**src/rtl/ascon_pkg.sv**
```systemverilog
// Shared definitions for the ASCON engine host interface.
// FSM encoding, register offsets and STATUS bit positions.
package ascon_pkg;

    typedef enum logic [1:0] {
        ST_IDLE,
        ST_MEM_RD,
        ST_ACK
    } wb_state_t;

    localparam logic [7:0] OFF_CTRL    = 8'h80;
    localparam logic [7:0] OFF_STATUS  = 8'h84;
    localparam logic [7:0] OFF_DATALEN = 8'h88;
    localparam logic [7:0] OFF_IRQEN   = 8'h8C;

    localparam int STAT_BUSY = 0;
    localparam int STAT_DONE = 1;
    localparam int STAT_ERR  = 2;

endpackage

```
**src/rtl/wb_host_if.sv**
```systemverilog
// Wishbone classic slave front-end for the ASCON engine: memory window + control regs.
// Optional ASCON_IRQ_EN adds the IRQEN register and a done-level interrupt.
module wb_host_if
    import ascon_pkg::*;
(
    input  logic        clk,
    input  logic        nRST,
    input  logic        wbs_cyc_i,
    input  logic        wbs_stb_i,
    input  logic        wbs_we_i,
    input  logic [31:0] wbs_adr_i,
    input  logic [31:0] wbs_dat_i,
    output logic        wbs_ack_o,
    output logic [31:0] wbs_dat_o,
    output logic        wb_we,
    output logic [4:0]  wb_addr,
    output logic [31:0] datain_wb,
    input  logic [31:0] mem_dataout,
    output logic        busy,
    output logic [6:0]  datalen,
    input  logic        core_done,
    output logic        irq
);

    wb_state_t   state, state_n;
    logic [31:0] rdata, rdata_n;
    logic [31:0] reg_val;
    logic [7:0]  off;
    logic        req, is_mem, reg_wr;
    logic        start_wr, w1c_wr, mem_blk, cd_eff, err_set;
    logic        done, err, irqen;
    logic        unused_bits;

    assign off     = {wbs_adr_i[7:2], 2'b00};
    assign is_mem  = ~wbs_adr_i[7];
    // Requests are masked during reset so no memory strobe can leak out.
    assign req     = wbs_cyc_i & wbs_stb_i & nRST & (state == ST_IDLE);
    assign reg_wr  = req & wbs_we_i & ~is_mem;
    assign start_wr = reg_wr & (off == OFF_CTRL) & wbs_dat_i[0];
    assign w1c_wr  = reg_wr & (off == OFF_STATUS);
    assign mem_blk = req & is_mem & busy;
    assign cd_eff  = core_done & busy;
    assign err_set = mem_blk | (start_wr & busy);

    assign unused_bits = ^{wbs_adr_i[31:8], wbs_adr_i[1:0]};

    always_comb begin
        reg_val = 32'h0;
        unique case (1'b1)
            off == OFF_STATUS:  reg_val = {29'h0, err, done, busy};
            off == OFF_DATALEN: reg_val = {25'h0, datalen};
            off == OFF_IRQEN:   reg_val = {31'h0, irqen};
            default:            reg_val = 32'h0;
        endcase
    end

    always_ff @(posedge clk or negedge nRST) begin
        if (!nRST) begin
            state <= ST_IDLE;
            rdata <= 32'h0;
        end else begin
            state <= state_n;
            rdata <= rdata_n;
        end
    end

    always_comb begin
        state_n   = state;
        rdata_n   = rdata;
        wb_we     = 1'b0;
        wb_addr   = 5'h0;
        datain_wb = 32'h0;
        unique case (state)
            ST_IDLE: begin
                if (req) begin
                    state_n = ST_ACK;
                    rdata_n = 32'h0;
                    if (is_mem && !busy) begin
                        wb_addr = wbs_adr_i[6:2];
                        if (wbs_we_i) begin
                            wb_we     = 1'b1;
                            datain_wb = wbs_dat_i;
                        end else begin
                            state_n = ST_MEM_RD;
                        end
                    end else if (!is_mem && !wbs_we_i) begin
                        rdata_n = reg_val;
                    end
                end
            end
            ST_MEM_RD: begin
                rdata_n = mem_dataout;
                state_n = ST_ACK;
            end
            ST_ACK:  state_n = ST_IDLE;
            default: state_n = ST_IDLE;
        endcase
    end

    assign wbs_ack_o = (state == ST_ACK);
    assign wbs_dat_o = wbs_ack_o ? rdata : 32'h0;

    // Engine completion outranks a concurrent START or done-clear.
    always_ff @(posedge clk or negedge nRST) begin
        if (!nRST) begin
            busy    <= 1'b0;
            done    <= 1'b0;
            err     <= 1'b0;
            datalen <= 7'h0;
        end else begin
            if (cd_eff) begin
                busy <= 1'b0;
                done <= 1'b1;
            end else if (start_wr && !busy) begin
                busy <= 1'b1;
                done <= 1'b0;
            end else if (w1c_wr && wbs_dat_i[STAT_DONE]) begin
                done <= 1'b0;
            end
            if (err_set) begin
                err <= 1'b1;
            end else if (w1c_wr && wbs_dat_i[STAT_ERR]) begin
                err <= 1'b0;
            end
            if (reg_wr && off == OFF_DATALEN) begin
                datalen <= wbs_dat_i[6:0];
            end
        end
    end

`ifdef ASCON_IRQ_EN
    always_ff @(posedge clk or negedge nRST) begin
        if (!nRST) begin
            irqen <= 1'b0;
        end else if (reg_wr && off == OFF_IRQEN) begin
            irqen <= wbs_dat_i[0];
        end
    end
    assign irq = done & irqen;
`else
    assign irqen = 1'b0;
    assign irq   = 1'b0;
`endif

endmodule

```
**config.mk**
```make
export PLATFORM = sky130hd
export DESIGN_NAME = wb_host_if
export DESIGN_NICKNAME = d
export VERILOG_FILES = /design/src/rtl/ascon_pkg.sv /design/src/rtl/wb_host_if.sv
export SDC_FILE = /design/constraint.sdc
export NUM_CORES = 1
export LEC_CHECK = 0
export ABC_AREA = 1
export CORE_ASPECT_RATIO = 0.6
export CORE_UTILIZATION = 30
export CTS_BUF_LIST = sky130_fd_sc_hd__clkbuf_4
export DETAILED_ROUTE_END_ITERATION = 8
export GPL_TIMING_DRIVEN = 0
export PLACE_DENSITY_LB_ADDON = 0.05
export SYNTH_ARGS = -nofsm -noshare
export SYNTH_HDL_FRONTEND = slang
export SYNTH_SLANG_ARGS = --single-unit
```
**constraint.sdc**
```tcl
create_clock -name clk -period 1.4 [get_ports clk]
set_input_delay 0.28 -clock clk [delete_from_list [all_inputs] [get_ports clk]]
set_output_delay 0.28 -clock clk [all_outputs]
set_load 0.005 [all_outputs]
```
==> results of run 1 <==
cell usage after synthesis:
| library cell | n |
|---|---|
| a21oi_1 | 3 |
| buf_2 | 6 |
| buf_4 | 1 |
| buf_6 | 1 |
| clkbuf_1 | 6 |
| conb_1 | 1 |
| dfrtp_1 | 44 |
| inv_1 | 81 |
| inv_2 | 2 |
| nand2_1 | 60 |
| nand2_2 | 4 |
| nand3_1 | 8 |
| nand3_2 | 2 |
| nand4_4 | 1 |
| nor2_1 | 75 |
| nor2_2 | 2 |
| nor2_4 | 2 |
| nor3_1 | 2 |
| nor3_4 | 1 |
| o211ai_1 | 4 |
| o21ai_0 | 33 |
| o21ai_1 | 1 |
| o21ai_2 | 3 |
| or2_2 | 1 |
cell families after synthesis:
| group | count (synthesis) |
|---|---|
| compound gates | 44 |
| simple gates | 158 |
| flops | 44 |
| other cells | 1 |
| buf+inv | 97 |
cell usage in the layout, fill, tap and decap left out, types with 6 or more instances in the layout:
cell type	count
clkdlybuf4s50_1	71
buf_4	18
nor2_1	21
clkdlybuf4s15_2	22
buf_2	47
dfrtp_1	43
dlygate4sd2_1	6
o21ai_1	15
clkbuf_2	6
buf_6	41
nor2_4	25
o21ai_2	20
nand2_1	56
clkbuf_4	7
nor2_2	33
inv_1	77
sequential cells by signal, indices dropped and copies added, names as in the netlist:
| name | flops |
|---|---|
| rdata | 32 |
| done | 1 |
| busy | 1 |
| datalen | 7 |
| err | 1 |
| state | 2 |
what timing repair did:
action                     CTS  global route
pin swaps                   16            18
resized for setup          372           144
hold buffers                 3             0
setup endpoints to repair  122           113
gates cloned                 7             4
hold endpoints to repair    29             0
buffers inserted            49            18
power breakdown:
group | internal (mW) | switching, mW
clock network | 0.233 | 0.387
logic | 0.466 | 0.368
registers | 1.36 | 0.0288
total | 2.06 | 0.784
worst paths after layout:
| kind | startpoint | end |
|---|---|---|
| min in group clk | mem_dataout[14] | rdata[14] |
| setup / recovery | state[1] | datain_wb[17] |
| setup reg to reg | state[1] | rdata[3] |
| hold / removal | nRST | busy |
| hold reg to reg | err | err |
| max in group asynchronous | nRST | datalen[6] |
per-layer routing:
metal	vias to the layer above	wire length (um)	global-route usage
met5	-	0	0
met4	0	36	0.0299
met3	4	599	0.0470
met2	96	4030	0.317
met1	1337	4420	0.284
li1	1466	-	-
per-stage QoR:
stage	instances	worst slack (ns)	hold slack, ns
6_report	673	-0.655	0.385
5_1_grt	672	-0.753	0.383
4_1_cts	658	-0.645	0.463
3_5_place_dp	603	-1.43	0.314
3_3_place_gp	602	-2.72	0.466
2_1_floorplan	344	0.00823	-0.0156
final cells by class:
class                   count  area share
plain buffers              12      0.0237
clock inverters             1    0.000725
clock buffers               7      0.0102
well taps                 104      0.0251
diodes                      1    0.000484
repair buffers            216       0.398
flip-flops and latches     44       0.213
inverters                  83      0.0621
multi-input cells         205       0.266
tightest hold or removal path: cells and delay by family:
kind,cells,cell delay (ns)
buffers and inverters,3,0.81
==> impl_metrics.yaml, run 1 <==
timing:
  worstMarginPinSlew_ns: 0.579
  rsz0062_at_grt: "true"
  slew_headroom: 0.613
  slew_viol_final: 0
  clock_skew_ns: 0.0158
  setup_viol: 111
  fin_setup_tns_ns: -45.24
  worst_slack_ns: -0.655
  finalCritPeriodShare: 1.47
  finalHoldViolCount: 0
  fmax_ghz: 0.487
  fin_crit_ns: 2.06
synthesis:
  synth_compound_area_frac: 0.100
  yosysTopAreaCell: "dfrtp_1"
  synth_top_area_frac: 0.457
  ys_ff_latch: 44
  yosysWarnings: 0
  synth_area_um2: 2410
  synthMuxAreaShare: 0
  synth_cells: 344
  synth_top_family_by_area: "simple AND/OR/NAND/NOR gates"
  synth-simple-area-share: 0.282
  synth_cell_types: 24
  synth-seq-area-share: 0.457
  synth_adder_area_share: 0
  yosys-top-cells-area: "dfrtp_1, inv_1, nor2_1"
  synth-xor-area-share: 0
  avgSynthCellArea_um2: 7.01
  mappedNetlistNets: 446
worst_hold_path:
  hp-class: "in2async"
global_routing:
  grt_util_all_layers: 0.200
  grt_pass1_wl_um: 13400
  gr-total-overflow: 0
  grt_pass1_vias: 2763
  antenna_found_initial: 0
  grt_max_degree: 13
final_layout:
  final_util: 0.689
  nNetsFinal: 669
  design_area_um2: 5170
  drive_gt1_frac: 0.460
  syn_to_final_growth_pct: 115
  ff_latch_area_um2: 1100
  multiInputGateArea_um2: 1380
  fill_cells: 620
floorplanning:
  die_area_um2: 8410
  die_x_um: 118
  die_h_um: 71.4
  design.portCount: 182
  rows: 24
  core_um2: 7510
  initial_core_util: 0.321
worst_setup_path:
  cp.arrival_ns: 1.78
  reg2reg_slack_ns: -0.23
  cp_top_family: "buffers and inverters"
  cpMaxStageDelayCell: "dfrtp_1"
  path_class: "reg2out"
  required_ns: 1.12
  cp.depth: 9
  critical_path_buf_inv_count: 5
  max_stage_delay_ns: 0.44
  end_kind: "output port"
  crit_fanout: 5
  worstRegToRegCells: 9
  critPathLaunchType: "flip-flop"
  crit_chain: "nor2_4, nand2_4, inv_4, nand3_4, buf_6, buf_6, buf_6, nor2_2, buf_2"
  crit_top_cell: "buf_6"
cts:
  clk_latency_ns: 0.34
  clockBufferDepth: 2
  clockRootBuffer: "clkbuf_4"
  htree_levels: 2
  cts_tree: "built"
  clkTransAtPathRegs_ns: 0.13
  clock_sinks: 44
  cts_buffers: 5
status:
  status: "complete, but fails checks"
  violations: "negative setup slack"
power:
  power.total_mw: 2.84
  power_density_nw_per_um2: 549
  leakagePower_nw: 2.48
  ir_drop_mv: 0.326
route:
  first_pass_iters: 4
  drc: 0
  postRouteAntennaNets: 0
  routed_wl_um: 9090
  vias_per_cell: 4.31
  vias: 2903
  drt_iter0_markers: 80
  wl_per_cell_um: 13.5
place:
  post-dp-hpwl_um: 5760
  placed_area_um2: 4100
  portBuffers: 154
  place.gp.congestion: 0.735
flow_run:
  drv_cap: 0
(Power assumes the default switching activity.)
==> inputs of run 2 (changes only) <==
- CORE_UTILIZATION: 30 -> 32
==> run 2 against run 1 <==
Compared with the run above:
- the flow still finishes with violations (negative setup slack)
- setup slack improved by 0.069 ns
- register-to-register slack improved by 0.02 ns
- combinational power rose by 1%
- non-clock buffer count did not move
- final area fell by 1.3%
- power rose by 1.4%
- critical path depth fell by 1
- clock power rose by 4.7%
- wire length rose by 0.23%
- critical path type unchanged
- critical endpoint is now wbs_dat_o[10]
- largest power group unchanged
==> impl_metrics.yaml, run 2 (synthesis results as in run 1) <==
route:
  drc: 0
  routed_wl_um: 9110
  first_pass_iters: 4
  vias: 2936
  wl_per_cell_um: 13.6
  drt_iter0_markers: 88
  postRouteAntennaNets: 0
  vias_per_cell: 4.37
worst_setup_path:
  required_ns: 1.12
  cpMaxStageDelayCell: "dfrtp_2"
  cp.arrival_ns: 1.71
  crit_fanout: 8
  critPathLaunchType: "flip-flop"
  end_kind: "output port"
  crit_chain: "buf_6, nor2_4, inv_4, buf_8, buf_12, buf_6, nor2_4, buf_2"
  max_stage_delay_ns: 0.46
  path_class: "reg2out"
floorplanning:
  design.portCount: 182
  die_x_um: 114
  rows: 24
  core_um2: 7270
  die_area_um2: 7890
  initial_core_util: 0.332
  die_h_um: 69.2
place:
  placed_cells_incl_taps: 603
  portBuffers: 154
  post-dp-hpwl_um: 5660
  place.gp.congestion: 0.782
worst_hold_path:
  hp-class: "in2async"
global_routing:
  gr-total-overflow: 0
  antenna_found_initial: 1
  grt_pass1_wl_um: 14100
  grt_util_all_layers: 0.227
  grt_max_degree: 20
  grt_pass1_vias: 2783
final_layout:
  final_util: 0.703
  stdcell_count: 672
  largest_reg_flops: 32
  layout_common_cells: "inv_1, clkdlybuf4s50_1, buf_2"
  top_regs: "rdata x32, datalen x7, state x2"
  top_register: "rdata"
  layout_commonest_cell: "inv_1"
  ff_latch_area_um2: 1100
  syn_to_final_growth_pct: 112
  nNetsFinal: 668
  drive_gt1_frac: 0.451
  fill_cells: 592
  multiInputGateArea_um2: 1410
cts:
  cts_tree: "built"
  htree_levels: 2
  clkTransAtPathRegs_ns: 0.14
  clk_latency_ns: 0.35
  clockBufferDepth: 2
  cts_buffers: 5
  clock_sinks: 44
  clockRootBuffer: "clkbuf_4"
flow_run:
  drv_cap: 0
status:
  status: "complete, but fails checks"
  violations: "negative setup slack"
timing:
  finalHoldViolCount: 0
  finalCritPeriodShare: 1.42
  slew_viol_final: 0
  slew_headroom: 0.417
  fmax_ghz: 0.503
  worstMarginPinSlew_ns: 0.875
  worst_slack_ns: -0.586
  clock_skew_ns: 0.00831
  fin_crit_ns: 1.99
  setup_viol: 113
  rsz0062_at_grt: "true"
power:
  power_density_nw_per_um2: 564
  ir_drop_mv: 0.320
  leakagePower_nw: 2.50
## run 2: cell types whose count changed in the layout (fill, tap and decap cells not counted), moves of 3 or more
cell,previous run,this run
clkbuf_2,6,1
buf_2,47,66
nand3_1,4,8
nand3_2,4,1
nor2_4,25,41
clkdlybuf4s15_2,22,1
buf_6,41,44
nor2_1,21,17
o21ai_0,1,7
clkdlybuf4s50_1,71,74
nor2_2,33,21
o21ai_2,20,12
## run 2: timing repair
action	in CTS	in global routing
gates resized for setup	396	145
gates cloned	7	3
pin swaps	22	20
setup buffers	38	14
endpoints found under the setup margin	122	132
hold buffers	3	0
hold endpoints to repair	25	0
## run 2: worst paths after layout
kind	from	endpoint	slack [ns]	cells after the start
max	state[0]	wbs_dat_o[10]	-0.59	8
min	nRST	err	0.33	3
max reg2reg	state[1]	rdata[3]	-0.21	9
min reg2reg	done	done	0.52	2
max in group asynchronous	nRST	rdata[8]	0.53	3
min in group clk	mem_dataout[26]	rdata[26]	0.47	3
## run 2: layer usage
layer / vias to the layer above / GRT usage / share of wire / wire length [um]
met5: - / 0 / 0 / 0
met4: 0 / 0.0188 / 0 / 0
met3: 0 / 0.0524 / 0.066 / 598
met2: 93 / 0.344 / 0.44 / 4040
met1: 1377 / 0.340 / 0.49 / 4470
li1: 1466 / - / - / -
## run 2: area by class of cell
class / count / area share
sequential: 44 / 0.216
inverter: 83 / 0.0630
clock buffer: 7 / 0.0103
clock inverter: 1 / 0.000735
tap: 104 / 0.0255
timing repair buffer: 215 / 0.378
buffer: 13 / 0.0301
antenna: 1 / 0.000490
multi-input combinational: 204 / 0.276
## run 2: power breakdown
group / internal, mW / switching [mW]
logic: 0.457 / 0.387
registers: 1.36 / 0.0297
clock network: 0.233 / 0.415
## run 2: through the flow
step / worst slack (ns) / setup TNS, ns / hold WS (ns) / cell area (um2) / power, mW
global route: -0.675 / -47.66 / 0.360 / 5110 / 3.02
CTS: -0.631 / -35.84 / 0.355 / 4620 / 2.74
finish: -0.586 / -39.54 / 0.333 / 5110 / 2.88
detailed placement: -1.21 / -80.54 / 0.140 / 4100 / 1.96
global placement: -2.77 / -263.07 / 0.467 / 4080 / 1.94
floorplan: 0.00823 / 0 / -0.0156 / 2410 / 1.59
## run 2: critical path, delay by kind of cell, from the launching register on
kind                   cells  cell delay [ns]
buffers and inverters      6             0.71
and+or+nand+nor            2             0.19
DFF                        1             0.46
